===== src/rtl/store_rmw_unit_pkg.sv =====
// Shared definitions for the MEM-stage store path.
// Holds the memory access type encoding (shared with the load-extend
// path), the store controller state enum and an alignment helper.
package store_rmw_unit_pkg;

  // Access width encoding, identical to the load type field.
  localparam logic [1:0] MEM_WORD = 2'b00;
  localparam logic [1:0] MEM_HALF = 2'b10;
  localparam logic [1:0] MEM_BYTE = 2'b01;

  typedef enum logic [2:0] {
    IDLE  = 3'd0,
    READ  = 3'd1,
    WAIT  = 3'd2,
    WRITE = 3'd3,
    ERR   = 3'd4
  } store_state_e;

  // The reserved type 2'b11 behaves as a word store, so it carries
  // word alignment rules as well.
  function automatic logic store_misaligned(input logic [1:0] mem_type,
                                            input logic [1:0] lane_addr);
    logic mis;
    mis = 1'b0;
    case (mem_type)
      MEM_HALF: mis = lane_addr[0];
      MEM_BYTE: mis = 1'b0;
      default:  mis = (lane_addr != 2'b00);
    endcase
    return mis;
  endfunction

endpackage


===== src/rtl/store_lane_merge.sv =====
// Combinational lane merge for sub-word stores.
// Inserts the right-aligned store data into the addressed little-endian
// lane of the old RAM word and keeps every other lane unchanged. Lane
// selection matches the load-extend path: byte lane = lane_addr[1:0],
// half lane = lane_addr[1]. Word (and reserved) types pass data through.
// Ports:
//   old_word  - word read back from the RAM
//   data      - store data, right-aligned; bits above the width ignored
//   mem_type  - access type (MEM_WORD / MEM_HALF / MEM_BYTE)
//   lane_addr - byte address bits [1:0]
//   merged    - word to be written back
module store_lane_merge
  import store_rmw_unit_pkg::*;
(
  input  logic [31:0] old_word,
  input  logic [31:0] data,
  input  logic [1:0]  mem_type,
  input  logic [1:0]  lane_addr,
  output logic [31:0] merged
);

  always_comb begin
    merged = old_word;
    case (mem_type)
      MEM_BYTE: begin
        case (lane_addr)
          2'd0: merged[7:0]   = data[7:0];
          2'd1: merged[15:8]  = data[7:0];
          2'd2: merged[23:16] = data[7:0];
          2'd3: merged[31:24] = data[7:0];
          default: merged = old_word;
        endcase
      end
      MEM_HALF: begin
        if (lane_addr[1]) merged[31:16] = data[15:0];
        else              merged[15:0]  = data[15:0];
      end
      default: merged = data;
    endcase
  end

endmodule


===== src/rtl/store_rmw_unit.sv =====
// MEM-stage store unit in front of a word-only data RAM.
// Word stores are written in one cycle; byte/half stores read the word,
// merge the lane and write it back; misaligned stores are rejected.
//
// Handshake: EXE_MEM_mem_w acts as "valid" and must be held, with type,
// addr and data stable, until store_done. store_stall (= mem_w & ~done)
// is the inverse of "ready": the pipeline advances at the end of the
// cycle in which store_done is high. A request is only accepted in IDLE,
// and a new one in the cycle after store_done is taken without a bubble.
//
// Ports:
//   clk, rst            - clock, asynchronous active-high reset
//   EXE_MEM_mem_w       - store request
//   EXE_MEM_STORE_type  - 00 word, 10 half, 01 byte (11 treated as word)
//   EXE_MEM_addr        - byte address
//   EXE_MEM_store_data  - right-aligned store data
//   RAM_rdata           - RAM read data, valid RAM_RD_LAT cycles after RAM_re
//   RAM_addr/RAM_wdata  - word-aligned address / write word (0 when no strobe)
//   RAM_we / RAM_re     - one-cycle write / read strobes
//   store_stall         - combinational pipeline hold
//   store_done          - one-cycle completion pulse (written or rejected)
//   store_misalign      - one-cycle pulse with store_done for rejected stores
//   dbg_state           - current controller state for observation
module store_rmw_unit
  import store_rmw_unit_pkg::*;
#(
  parameter int RAM_RD_LAT = 1,
  parameter int ADDR_W     = 32
)
(
  input  logic              clk,
  input  logic              rst,
  input  logic              EXE_MEM_mem_w,
  input  logic [1:0]        EXE_MEM_STORE_type,
  input  logic [ADDR_W-1:0] EXE_MEM_addr,
  input  logic [31:0]       EXE_MEM_store_data,
  input  logic [31:0]       RAM_rdata,
  output logic [ADDR_W-1:0] RAM_addr,
  output logic [31:0]       RAM_wdata,
  output logic              RAM_we,
  output logic              RAM_re,
  output logic              store_stall,
  output logic              store_done,
  output logic              store_misalign,
  output store_state_e      dbg_state
);

  localparam logic [1:0] LAT_LOAD = 2'(RAM_RD_LAT);

  store_state_e      state, next_state;
  logic [1:0]        cnt, cnt_d;
  logic [ADDR_W-1:0] lat_addr;
  logic [1:0]        lat_type;
  logic [31:0]       lat_data;
  logic              accept;
  logic [ADDR_W-1:0] req_addr;
  logic [ADDR_W-1:0] word_addr;
  logic [31:0]       merged;
  logic              we_d, re_d, done_d, mis_d;
  logic [ADDR_W-1:0] addr_d;
  logic [31:0]       wdata_d;

  assign accept      = (state == IDLE) && EXE_MEM_mem_w;
  assign store_stall = EXE_MEM_mem_w & ~store_done;
  assign dbg_state   = state;

  // In IDLE the request has not been latched yet, so the outgoing address
  // for the first strobe comes straight from the pipeline register.
  assign req_addr  = (state == IDLE) ? EXE_MEM_addr : lat_addr;
  assign word_addr = {req_addr[ADDR_W-1:2], 2'b00};

  store_lane_merge u_lane_merge (
    .old_word  (RAM_rdata),
    .data      (lat_data),
    .mem_type  (lat_type),
    .lane_addr (lat_addr[1:0]),
    .merged    (merged)
  );

  // Next state, then the registered outputs decoded from the state being
  // entered so that each strobe is valid for exactly that state's cycle.
  always_comb begin
    next_state = state;
    cnt_d      = cnt;
    we_d       = 1'b0;
    re_d       = 1'b0;
    done_d     = 1'b0;
    mis_d      = 1'b0;
    addr_d     = '0;
    wdata_d    = '0;

    case (state)
      IDLE: begin
        if (EXE_MEM_mem_w) begin
          if (store_misaligned(EXE_MEM_STORE_type, EXE_MEM_addr[1:0]))
            next_state = ERR;
          else if (EXE_MEM_STORE_type == MEM_HALF || EXE_MEM_STORE_type == MEM_BYTE)
            next_state = READ;
          else
            next_state = WRITE;
        end
      end
      READ: begin
        cnt_d      = LAT_LOAD;
        next_state = WAIT;
      end
      WAIT: begin
        // Counter value 1 marks the cycle in which RAM_rdata is valid.
        cnt_d = cnt - 2'd1;
        if (cnt == 2'd1) next_state = WRITE;
      end
      WRITE:   next_state = IDLE;
      ERR:     next_state = IDLE;
      default: next_state = IDLE;
    endcase

    case (next_state)
      READ: begin
        re_d   = 1'b1;
        addr_d = word_addr;
      end
      WRITE: begin
        we_d    = 1'b1;
        done_d  = 1'b1;
        addr_d  = word_addr;
        wdata_d = (state == IDLE) ? EXE_MEM_store_data : merged;
      end
      ERR: begin
        done_d = 1'b1;
        mis_d  = 1'b1;
      end
      default: ;
    endcase
  end

  always_ff @(posedge clk or posedge rst) begin
    if (rst) begin
      state          <= IDLE;
      cnt            <= 2'd0;
      lat_addr       <= '0;
      lat_type       <= 2'b00;
      lat_data       <= 32'h0;
      RAM_addr       <= '0;
      RAM_wdata      <= 32'h0;
      RAM_we         <= 1'b0;
      RAM_re         <= 1'b0;
      store_done     <= 1'b0;
      store_misalign <= 1'b0;
    end else begin
      state          <= next_state;
      cnt            <= cnt_d;
      RAM_addr       <= addr_d;
      RAM_wdata      <= wdata_d;
      RAM_we         <= we_d;
      RAM_re         <= re_d;
      store_done     <= done_d;
      store_misalign <= mis_d;
      if (accept) begin
        lat_addr <= EXE_MEM_addr;
        lat_type <= EXE_MEM_STORE_type;
        lat_data <= EXE_MEM_store_data;
      end
    end
  end

endmodule

===== config.mk =====
export PLATFORM = sky130hd
export DESIGN_NAME = store_rmw_unit
export DESIGN_NICKNAME = d
export VERILOG_FILES = /design/src/rtl/store_rmw_unit_pkg.sv /design/src/rtl/store_lane_merge.sv /design/src/rtl/store_rmw_unit.sv
export SDC_FILE = /design/constraint.sdc
export NUM_CORES = 1
export LEC_CHECK = 0
export CAP_MARGIN = 10
export CORE_AREA = 2 2 123 125
export DETAILED_ROUTE_END_ITERATION = 8
export DIE_AREA = 0 0 125 127
export PLACE_DENSITY_LB_ADDON = 0.05
export SETUP_SLACK_MARGIN = 0.2
export SYNTH_ARGS = -nofsm -noshare
export SYNTH_HDL_FRONTEND = slang
export SYNTH_SLANG_ARGS = --single-unit
export TNS_END_PERCENT = 100

===== constraint.sdc =====
create_clock -name clk -period 5.9 [get_ports clk]
set_input_delay 1.77 -clock clk [delete_from_list [all_inputs] [get_ports clk]]
set_output_delay 1.77 -clock clk [all_outputs]
set_load 0.01 [all_outputs]

======== Word level (Yosys, flattened, before mapping) ========
Cells that the tools add are included.
word-level totals
  register bits after elaboration ......... 139
  output and inout port bits .............. 72
  word-level logic and storage cells ...... 59
operators by class
  add/subtract/negate cells ............... 1
  eq/ne operators ......................... 13
  multiplexer cells ....................... 24
  bitwise logic cells ..................... 2
  reductions and logical operators ........ 8
operators with widths
  kind                                                                count
  32-bit 2-to-1 mux                                                   4
  32-bit case mux with 2 select lines                                 1
  16-bit 2-to-1 mux                                                   2
  8-bit 2-to-1 mux                                                    4
  3-bit 2-to-1 mux                                                    3
  3-bit case mux with 3 select lines                                  1
  2-bit by 1-bit == test with 1-bit output, second input constant     4
  2-bit == test, second input constant                                4
  3-bit by 1-bit == test with 1-bit output, second input constant     2
  3-bit by 2-bit == test with 1-bit output, second input constant     2
  1-bit 2-to-1 mux                                                    6
  2-bit case mux with 2 select lines                                  1
  2-bit nonzero test                                                  2
  2-bit OR reduction                                                  2
  3-bit == test, second input constant                                1
  3-bit logical NOT                                                   1
  2-bit logical NOT                                                   1
  2-bit 2-to-1 mux                                                    1
  1-bit case mux with 2 select lines                                  1
  2-bit by 1-bit subtractor with 2-bit output, second input constant  1
  1-bit bitwise AND                                                   1
  1-bit logical AND                                                   1
  1-bit logical OR                                                    1
  1-bit NOT                                                           1

======== Longest topological paths before layout ========
Gate-level depths: netlist of the first run.
  word-level depth ........................ 10
  depth in mapped cells ................... 8

======== Hierarchy ========
From an unflattened synthesis of the first run, not the netlist that was laid out.
second synthesis, totals
  cell total of the unflattened synthesis .. 671
  area total of the unflattened synthesis .. 6438.7 µm²
by module, submodules not included
  module            instances  cells each  area an instance (µm²)  seq. area each (µm²)
  store_rmw_unit    1          538         5426.5                  3428.3
  store_lane_merge  1          133         1012.2                  0.0

======== Worst setup path before layout of the first run ========
OpenSTA, ideal clock, no wires.
  kind .................................... input port to output port
  start ................................... in EXE_MEM_mem_w
  end ..................................... out store_stall
  arrival ................................. 1967 ps
  data required time ...................... 4130 ps
  setup slack ............................. 2163 ps
  cell stages on the path ................. 1
  path through ............................ nor2b_1
on the way
  longest elaborated chain between the ends .. 1
ends and longest elaborated chain
  element            RTL line              text
  from (decl)        store_rmw_unit.sv:33  input logic EXE_MEM_mem_w,
  1-bit bitwise AND  store_rmw_unit.sv:64  assign store_stall = EXE_MEM_mem_w & ~store_done;
  to (decl)          store_rmw_unit.sv:42  output logic store_stall,
No other way between the ends.

======== Final worst setup path of the first run ========
Ends and elaborated chain as after synthesis.

==> results.toml, run 1 <==
[grt]
grt_antenna_before_repair = 0
met1_usage = 0.2850
gr-max-usage-layer = "met2"
grt_use_total = 0.2205
gr_layer_usage_met2 = 0.3526
met3_usage = 0.06826
overflow_left_after_global_routing = 0
grt_first_pass_wirelength_mm = 27.62
grt_pass1_vias = 5368
largest_net_degree_at_the_start_of_global_routing = 103

[floorplan]
top_level_ports = 173
die_x_um = 125
core_region_area_um2 = 14420
start_util = 0.4275
die_height_um = 127
num_rows = 44
fp.dieArea_um2 = 15880

[cells_and_area]
nets = 915
antennaDiodeCount = 0
syn_to_final_growth_pct = 38.70
utilization = 0.5929
drive_above_1_share = 0.08627
post_route_cell_area_um2 = 8552

[synth]
synth_cells = 661
yosys_warnings = 0
yosysSeqAreaShare = 0.5560
syn_area_um2 = 6166
post_synthesis_mean_instance_area_um2 = 9.328
post_synth_num_cell_types = 41
postSynthRegisterBits = 137

[pwr]
irDropWorstVdd_v = 0.0003203
power_report.internal_total_w = 0.002951
power.net_switching_w = 0.001828
sw_frac_of_total = 0.3825
sequentialPowerShare = 0.334
power-per-cell-area_nw_per_um2 = 558.8
p_leak_nw = 3.889
power_frac_comb = 0.425
power.share.clock = 0.240

[clocking]
clkLatencyLatePin_ns = 0.42
cts.clk_slew.worst_paths_ns = 0.05
cts_tree = "yes"
cts_hold_buf = 0
postCtsResizedCells = 0
clock-root-buffer = "sky130_fd_sc_hd__clkbuf_16"
cts_inserted_buffers = 17
htree_num_levels = 4
maximum_count_of_clock_buffers_along_a_single_path = 2
tritoncts_num_sinks = 137
cts_post_setup_buffers_inserted = 0

[drt]
drc = 0
antenna_violating_nets_post_route = 0
drt_first_pass_iters = 6
initialDrtViolationCount = 382
via_count = 5267
route.detailed.vias_per_inst = 5.230
postRouteWirelength_mm = 17.02
route.detailed.wl_per_inst_um = 16.90

[timing]
final_tns_setup_ns = 0
worst_clock_skew_ns = 0.006473
final_critical_path_setup_slack_ns = 1.126
max_freq_mhz = 209.5
slew_headroom = 0.2528
period_minus_slack_ns = 4.774
tightest_slew_ns = 1.117
timing.final.crit_share = 0.8091
final_hold_viol_count = 0
final_count_of_negative_setup_slack_endpoints = 0
slew_violations = 0
setup_repair_after_global_routing_missed_its_margin = "no"

[placement]
port-buffer-count = 170
place_area_um2 = 7904
gp_congestion = 0.9735
dp_hpwl_mm = 11.28
detailedPlace.worstSlack_ns = 1.138

[run]
cap_violations = 0

[critical_path]
startpoint_of_the_worst_register_to_register_path = "dbg_state[1]$_DFF_PP0_"
worstPathArrival_ns = 3.00
startpoint_class_of_the_critical_path = "input pin"
timing.critical_path.required_ns = 4.13
crit_path_max_fanout = 4
worstSetupStartpoint = "EXE_MEM_mem_w"
criticalPathCategory = "input pin to output port"
setup.worst_path.end_class = "output port"

[hold_path]
hold_crit_path_type = "register to register"
hp-start = "lat_data[21]$_DFFE_PP0P_"

[outcome]
run_status = "finished clean"
==> stage by stage <==
stage | total power (W) | cells | hold slack (ns)
6_report | 0.004779 | 1007 | 0.4648
2_1_floorplan | 0.002878 | 662 | 0.4390
3_3_place_gp | 0.003595 | 975 | 0.4507
3_5_place_dp | 0.003646 | 975 | 0.4555
4_1_cts | 0.004811 | 1007 | 0.4696
5_1_grt | 0.005114 | 1007 | 0.4905
==> worst paths after layout <==
| kind | to | slack (ns) | cells after the start |
|---|---|---|---|
| setup / recovery | store_stall | 1.13 | 3 |
| hold / removal | lat_data[21]$_DFFE_PP0P_ | 0.46 | 2 |
| setup reg to reg | RAM_addr[20]$_DFF_PP0_ | 3.27 | 5 |
| hold reg to reg | lat_data[21]$_DFFE_PP0P_ | 0.46 | 2 |
| max in group asynchronous | RAM_wdata[10]$_DFF_PP0_ | 2.95 | 3 |
| min in group asynchronous | RAM_addr[29]$_DFF_PP0_ | 1.93 | 2 |
==> cell usage in the layout, fill, tap and decap left out, types with 5 or more instances in the layout <==
cell                              netlist  final
sky130_fd_sc_hd__nor3_2                13     12
sky130_fd_sc_hd__dfrtp_1              137    137
sky130_fd_sc_hd__o21ai_0               16     16
sky130_fd_sc_hd__clkdlybuf4s50_1        0    170
sky130_fd_sc_hd__a21o_1                 9      9
sky130_fd_sc_hd__a221oi_1              16     16
sky130_fd_sc_hd__nor2_1                16     16
sky130_fd_sc_hd__clkbuf_16              0     17
sky130_fd_sc_hd__a21oi_1               40     40
sky130_fd_sc_hd__nand2_1              266    265
sky130_fd_sc_hd__or3_1                 16     16
sky130_fd_sc_hd__a222oi_1               8      8
sky130_fd_sc_hd__buf_4                  9      5
sky130_fd_sc_hd__mux2_1                10     10
sky130_fd_sc_hd__o21ai_1               15     15
sky130_fd_sc_hd__a22oi_1                8      8
sky130_fd_sc_hd__mux2_2                 6      6
==> state kept, by name, indices dropped and copies added, names as in the netlist <==
signal          cells
lat_type            2
store_misalign      1
lat_data           32
RAM_re              1
RAM_we              1
cnt                 2
store_done          1
dbg_state           3
lat_addr           32
RAM_addr           30
RAM_wdata          32
==> power groups by stage <==
stage,clock network [W],logic (W),registers (W)
6_report,0.00115,0.00203,0.00160
5_1_grt,0.00122,0.00225,0.00165
4_1_cts,0.00117,0.00205,0.00160
3_5_place_dp,0,0.00204,0.00160
3_3_place_gp,0,0.00200,0.00159
2_1_floorplan,0,0.00128,0.00159
==> logic make-up (layout without fill, tap and decap cells) <==
| logic type | count (synthesis) | count (layout) | synth area share |
|---|---|---|---|
| flops | 137 | 137 | 0.5560 |
| simple gates | 327 | 327 | 0.2275 |
| other cells | 1 | 2 | 0.0006082 |
| buf+inv | 54 | 215 | 0.04667 |
| xor+xnor | 1 | 1 | 0.001421 |
| mux | 17 | 17 | 0.03084 |
| fa+ha+maj | 4 | 4 | 0.008117 |
| compound gates | 120 | 120 | 0.1289 |
==> Yosys cell counts, drive strengths merged <==
master  instances  area (µm²)
or3b            1       11.26
and3b           1       8.760
a222oi          8       80.08
xnor2           1       8.760
a211oi          1       12.51
nand2         267        1005
clkbuf         10       37.54
mux2           16       180.2
ha              4       50.05
inv             8       30.03
or3            17       111.4
o311a           1       21.27
nor2           16       60.06
dfrtp         137        3428
buf            36       220.2
a21oi          40       200.2
a22o            1       8.760
mux2i           1       10.01
o21a            2       15.01
o21ai          32       163.9
o22ai           1       12.51
nand2b          3       18.77
nor2b           2       12.51
a221oi         16       140.1
nor3b           1       12.51
nor3           17       150.1
a22oi           9       72.57
and2            2       12.51
a21o            9       67.56
conb            1       3.750
==> layout make-up <==
| type | instances | area [µm²] |
|---|---|---|
| repair buffers | 175 | 1739 |
| inverters | 8 | 35.03 |
| multi-input cells | 471 | 2471 |
| clock inverters | 11 | 167.7 |
| flip-flops and latches | 137 | 3428 |
| clock buffers | 21 | 480.5 |
| well taps | 184 | 230.2 |
| fillers | 1234 | 5872 |
==> routing by layer <==
| metal | vias to the layer above | share of wire |
|---|---|---|
| li1 | 2500 | - |
| met1 | 2528 | 0.43 |
| met2 | 199 | 0.47 |
| met3 | 40 | 0.070 |
| met4 | 0 | 0.026 |
| met5 | - | 0 |
==> critical path: stages <==
cell,delay (ns)
sky130_fd_sc_hd__clkdlybuf4s50_1,0.54
sky130_fd_sc_hd__nor2b_1,0.15
sky130_fd_sc_hd__clkdlybuf4s50_1,0.54
Power figures use the tool's default switching activity.
==> run 2, diff against run 1 <==
- clock period: 5.9 -> 4.9 ns (I/O delays scaled with it)
==> run 2 against run 1 <==
Effect of this change:
- sequential share of layout area about the same
- power grew 19%
- first-iteration DRC count up 7.6%
- via count is 0.55% higher
- largest power group unchanged
==> results.toml, run 2 (same netlist as run 1, synthesis figures left out) <==
[outcome]
run_status = "finished clean"

[floorplan]
top_level_ports = 173
fp.dieArea_um2 = 15880
die_x_um = 125
start_util = 0.4275
die_height_um = 127
num_rows = 44
core_region_area_um2 = 14420

[drt]
initialDrtViolationCount = 411
route.detailed.vias_per_inst = 5.249
route.detailed.wl_per_inst_um = 16.79
drt_first_pass_iters = 6
postRouteWirelength_mm = 16.94
antenna_violating_nets_post_route = 0
via_count = 5296
drc = 0

[grt]
grt_pass1_vias = 5351
grt_use_total = 0.2177
overflow_left_after_global_routing = 0
largest_net_degree_at_the_start_of_global_routing = 52
grt_first_pass_wirelength_mm = 27.32
grt_antenna_before_repair = 0

[clocking]
tritoncts_num_sinks = 137
cts_hold_buf = 0
cts_tree = "yes"
cts_post_setup_buffers_inserted = 0
postCtsResizedCells = 0
cts.clk_slew.worst_paths_ns = 0.06
cts_inserted_buffers = 17
htree_num_levels = 4
clkLatencyLatePin_ns = 0.42
maximum_count_of_clock_buffers_along_a_single_path = 2
clock-root-buffer = "sky130_fd_sc_hd__clkbuf_16"

[critical_path]
crit_path_cell_trace = "clkdlybuf4s50_1 > nor2b_1 > clkdlybuf4s50_1"
timing.critical_path.required_ns = 3.43
r2r_slack_ns = 1.80
startpoint_class_of_the_critical_path = "input pin"
worstPathArrival_ns = 2.70
worst_r2r_path_depth = 5
criticalPathCategory = "input pin to output port"
slowest_delay_ns = 0.54
setup.worst_path.end_class = "output port"
crit_path_max_fanout = 4
path_common_cell = "sky130_fd_sc_hd__clkdlybuf4s50_1"
critical_path.slowest_cell = "sky130_fd_sc_hd__clkdlybuf4s50_1"
startpoint_of_the_worst_register_to_register_path = "dbg_state[1]$_DFF_PP0_"
worstSetupStartpoint = "EXE_MEM_mem_w"
crit_reg_reg_endpoint = "lat_data[5]$_DFFE_PP0P_"

[timing]
slew_headroom = 0.2465
worst_clock_skew_ns = 0.008545
final_count_of_negative_setup_slack_endpoints = 0
timing.final.crit_share = 0.8517
setup_repair_after_global_routing_missed_its_margin = "no"
final_hold_viol_count = 0
tightest_slew_ns = 1.127
max_freq_mhz = 239.6
final_tns_setup_ns = 0
period_minus_slack_ns = 4.173
slew_violations = 0
final_critical_path_setup_slack_ns = 0.7267

[pwr]
p_leak_nw = 3.871
power-per-cell-area_nw_per_um2 = 664.7
irDropWorstVdd_v = 0.0003304

[cells_and_area]
antennaDiodeCount = 0
commonest_non_fill_non_tap_cells_in_the_layout = "sky130_fd_sc_hd__nand2_1, sky130_fd_sc_hd__clkdlybuf4s50_1, sky130_fd_sc_hd__dfrtp_1"
drive_above_1_share = 0.08727
post_route_cell_area_um2 = 8553
most_common_cell_after_layout_fill_and_taps_aside = "sky130_fd_sc_hd__nand2_1"
syn_to_final_growth_pct = 38.72
biggest_registers_after_layout = "RAM_wdata: 32 flops, lat_addr: 32 flops, lat_data: 32 flops"
nets = 917

[placement]
detailedPlace.worstSlack_ns = 0.7525
place_area_um2 = 7943
port-buffer-count = 170
gp_congestion = 0.9333
dp_hpwl_mm = 11.39

[hold_path]
hold_crit_path_type = "register to register"
hold_path_sink = "lat_data[16]$_DFFE_PP0P_"
hp-start = "lat_data[16]$_DFFE_PP0P_"
hold_depth = 2

[run]
cap_violations = 0
## run 2: cell count changes in the layout (fill, tap and decap cells not counted), sizes merged
cell / change
clkinv: -3
inv: +2
clkinvlp: +4
clkbuf: -2
buf: +2
bufinv: -1
## run 2: routing by layer
layer | wire (µm) | up-vias | GRT usage | share of wire
met5 | 0 | - | 0 | 0
met4 | 400 | 0 | 0.08824 | 0.024
met3 | 1044 | 23 | 0.05067 | 0.062
met2 | 8268 | 195 | 0.3529 | 0.49
met1 | 7228 | 2570 | 0.2852 | 0.43
li1 | - | 2508 | - | -
## run 2: layout make-up
cell class | count | area [µm²]
clock buffer | 19 | 442.9
clock inverter | 13 | 167.7
fill | 1266 | 5871
inverter | 8 | 33.78
multi-input combinational | 471 | 2471
sequential | 137 | 3428
tap | 184 | 230.2
timing repair buffer | 177 | 1779
## run 2: report_power, final
part	switching (W)	total [W]	leakage, nW	internal [W]
clock	0.000494	0.00131	0.283	0.000818
combinational	0.00140	0.00245	1.81	0.00105
sequential	0.000318	0.00192	1.78	0.00161
total	0.00221	0.00569	3.87	0.00347
## run 2: critical path, delay by kind of cell
kind,cells,cell delay (ns)
AND/OR/NAND/NOR,1,0.15
buffers and inverters,2,1.08
## run 2: worst max path at each step
| stage | depth (start not counted) | slack (ns) | end |
|---|---|---|---|
| floorplan | 1 | 1.72 | RAM_addr[10]$_DFF_PP0_ |
| global placement | 3 | 0.72 | store_stall |
| detailed placement | 3 | 0.75 | store_stall |
| CTS | 3 | 0.73 | store_stall |
| global route | 3 | 0.66 | store_stall |
| finish | 3 | 0.73 | store_stall |
## run 2: through the flow
| step | instances | hold slack [ns] | power [W] | utilization |
|---|---|---|---|---|
| 2_1_floorplan | 662 | 0.4390 | 0.003465 | - |
| 3_3_place_gp | 977 | 0.4508 | 0.004339 | 0.5507 |
| 3_5_place_dp | 977 | 0.4557 | 0.004395 | 0.5507 |
| 4_1_cts | 1009 | 0.4700 | 0.005735 | 0.5930 |
| 5_1_grt | 1009 | 0.4931 | 0.006083 | 0.5930 |
| 6_report | 1009 | 0.4664 | 0.005686 | 0.5930 |
==> run 3, diff against run 2 <==
- CELL_PAD_IN_SITES_DETAIL_PLACEMENT: not set -> 0
- CELL_PAD_IN_SITES_GLOBAL_PLACEMENT: not set -> 2
- CORE_AREA: 2 2 123 125 -> 2 2 145 147
- DIE_AREA: 0 0 125 127 -> 0 0 147 149
- clock period: 4.9 -> 5 ns (I/O delays scaled with it)
==> run 3 against run 2 <==
Effect of this change:
- non-clock buffer count grew 1
- sequential power hardly changed
- power fell by 0.14%
- clock-buffer cell count fell by 1
- setup slack got worse by 0.0080 ns
- first-iteration DRC count down 11%
- largest cell class unchanged
- largest power group unchanged
==> results.toml, run 3 (same netlist as run 1, synthesis figures left out) <==
[pwr]
power.share.clock = 0.232
sw_frac_of_total = 0.3953
power_frac_comb = 0.435
p_leak_nw = 3.880
irDropWorstVdd_v = 0.0003519
report.power.total_w = 0.005677
power.net_switching_w = 0.002244
power_report.internal_total_w = 0.003433
power-per-cell-area_nw_per_um2 = 655.8
sequentialPowerShare = 0.332

[critical_path]
criticalPathCategory = "input pin to output port"
setup.worst_path.end_class = "output port"
startpoint_class_of_the_critical_path = "input pin"
crit_buf_inv = 2
path_common_cell = "sky130_fd_sc_hd__clkdlybuf4s50_1"
worstPathArrival_ns = 2.78
crit_path_max_fanout = 4
worst_path_dominant_cell_family = "buffers and inverters"
slowest_delay_ns = 0.56
critical_path.slowest_cell = "sky130_fd_sc_hd__clkdlybuf4s50_1"
timing.critical_path.required_ns = 3.50
crit_path_cell_trace = "clkdlybuf4s50_1 > nor2b_1 > clkdlybuf4s50_1"

[clocking]
tritoncts_num_sinks = 137
clock-root-buffer = "sky130_fd_sc_hd__clkbuf_16"
cts_post_setup_buffers_inserted = 0
htree_num_levels = 4
cts_inserted_buffers = 17
cts_hold_buf = 0
clkLatencyLatePin_ns = 0.42
maximum_count_of_clock_buffers_along_a_single_path = 2
postCtsResizedCells = 0
cts_tree = "yes"
cts.clk_slew.worst_paths_ns = 0.05

[grt]
largest_net_degree_at_the_start_of_global_routing = 74
grt_antenna_before_repair = 1
grt_pass1_vias = 5396
grt_first_pass_wirelength_mm = 30.87
grt_use_total = 0.1848
overflow_left_after_global_routing = 0

[timing]
worst_clock_skew_ns = 0.01032
final_tns_setup_ns = 0
period_minus_slack_ns = 4.281
tightest_slew_ns = 0.8626
final.hold.worst_slack_ns = 0.4672
max_freq_mhz = 233.6
slew_headroom = 0.4249
final_hold_viol_count = 0
timing.final.crit_share = 0.8563
final_count_of_negative_setup_slack_endpoints = 0
slew_violations = 0
setup_repair_after_global_routing_missed_its_margin = "no"

[drt]
postRouteWirelength_mm = 19.64
initialDrtViolationCount = 364
drt_first_pass_iters = 5
drc = 0
antenna_violating_nets_post_route = 0
route.detailed.vias_per_inst = 4.792
route.detailed.wl_per_inst_um = 17.87
via_count = 5266

[cells_and_area]
commonest_non_fill_non_tap_cells_in_the_layout = "sky130_fd_sc_hd__nand2_1, sky130_fd_sc_hd__clkdlybuf4s50_1, sky130_fd_sc_hd__dfrtp_1"
syn_to_final_growth_pct = 40.40
post_route_cell_area_um2 = 8657
biggest_registers_after_layout = "RAM_wdata: 32 flops, lat_addr: 32 flops, lat_data: 32 flops"
drive_above_1_share = 0.08617
nets = 918
most_common_cell_after_layout_fill_and_taps_aside = "sky130_fd_sc_hd__nand2_1"
antennaDiodeCount = 0

[floorplan]
start_util = 0.2999
num_rows = 53
core_region_area_um2 = 20560
die_x_um = 147
top_level_ports = 173
fp.dieArea_um2 = 21900
die_height_um = 149

[placement]
dp_hpwl_mm = 12.61
port-buffer-count = 170
gp_congestion = 0.7989
place_area_um2 = 8051

[hold_path]
hold_crit_path_type = "register to register"

[outcome]
run_status = "finished clean"

[run]
cap_violations = 0
-- run 3: worst reg2reg max path, stage by stage (launching register included) --
cell and delay (ns):
sky130_fd_sc_hd__dfrtp_1 0.52, sky130_fd_sc_hd__nor3_4 0.24, sky130_fd_sc_hd__buf_4 0.66, sky130_fd_sc_hd__nand2_2 0.42, sky130_fd_sc_hd__buf_4 0.39, sky130_fd_sc_hd__o22ai_2 0.23, sky130_fd_sc_hd__nor2_1 0.07
-- run 3: final cells by class --
type	count	area, µm²
clock buffer	18	429.2
clock inverter	12	176.4
fill	2067	11900
inverter	8	33.78
multi-input combinational	471	2471
sequential	137	3428
tap	275	344.1
timing repair buffer	178	1774
-- run 3: power groups by stage --
stage          clock (W)  combinational [W]  sequential (W)
6_report         0.00132            0.00247         0.00189
5_1_grt          0.00140            0.00275         0.00194
4_1_cts          0.00135            0.00251         0.00189
2_1_floorplan          0            0.00152         0.00188
3_5_place_dp           0            0.00250         0.00190
3_3_place_gp           0            0.00246         0.00190
-- run 3: layer usage --
metal	vias up	share of wire	track usage
li1	2509	-	-
met1	2559	0.44	0.2365
met2	171	0.48	0.3106
met3	25	0.060	0.04924
met4	2	0.015	0.05192
met5	-	0.00071	0
-- run 3: path summary, 6_finish.rpt --
kind | start | endpoint | slack [ns] | cells past startpoint
max in group asynchronous | rst | lat_data[30]$_DFFE_PP0P_ | 2.50 | 3
worst max-delay path | EXE_MEM_mem_w | store_stall | 0.72 | 3
worst max register to register | dbg_state[1]$_DFF_PP0_ | RAM_re$_DFF_PP0_ | 2.36 | 6
min in group asynchronous | rst | RAM_wdata[9]$_DFF_PP0_ | 1.56 | 2
worst min-delay path | lat_data[20]$_DFFE_PP0P_ | lat_data[20]$_DFFE_PP0P_ | 0.47 | 2
worst min register to register | lat_data[20]$_DFFE_PP0P_ | lat_data[20]$_DFFE_PP0P_ | 0.47 | 2
-- run 3: metrics by stage --
| step | instances | worst slack [ns] | utilization |
|---|---|---|---|
| final | 1099 | 0.7186 | 0.4211 |
| after CTS | 1099 | 0.7251 | 0.4211 |
| after global routing | 1099 | 0.6450 | 0.4211 |
| after global placement | 1069 | 0.7599 | 0.3917 |
| after floorplan | 662 | 1.793 | - |
| after detailed placement | 1069 | 0.7487 | 0.3917 |
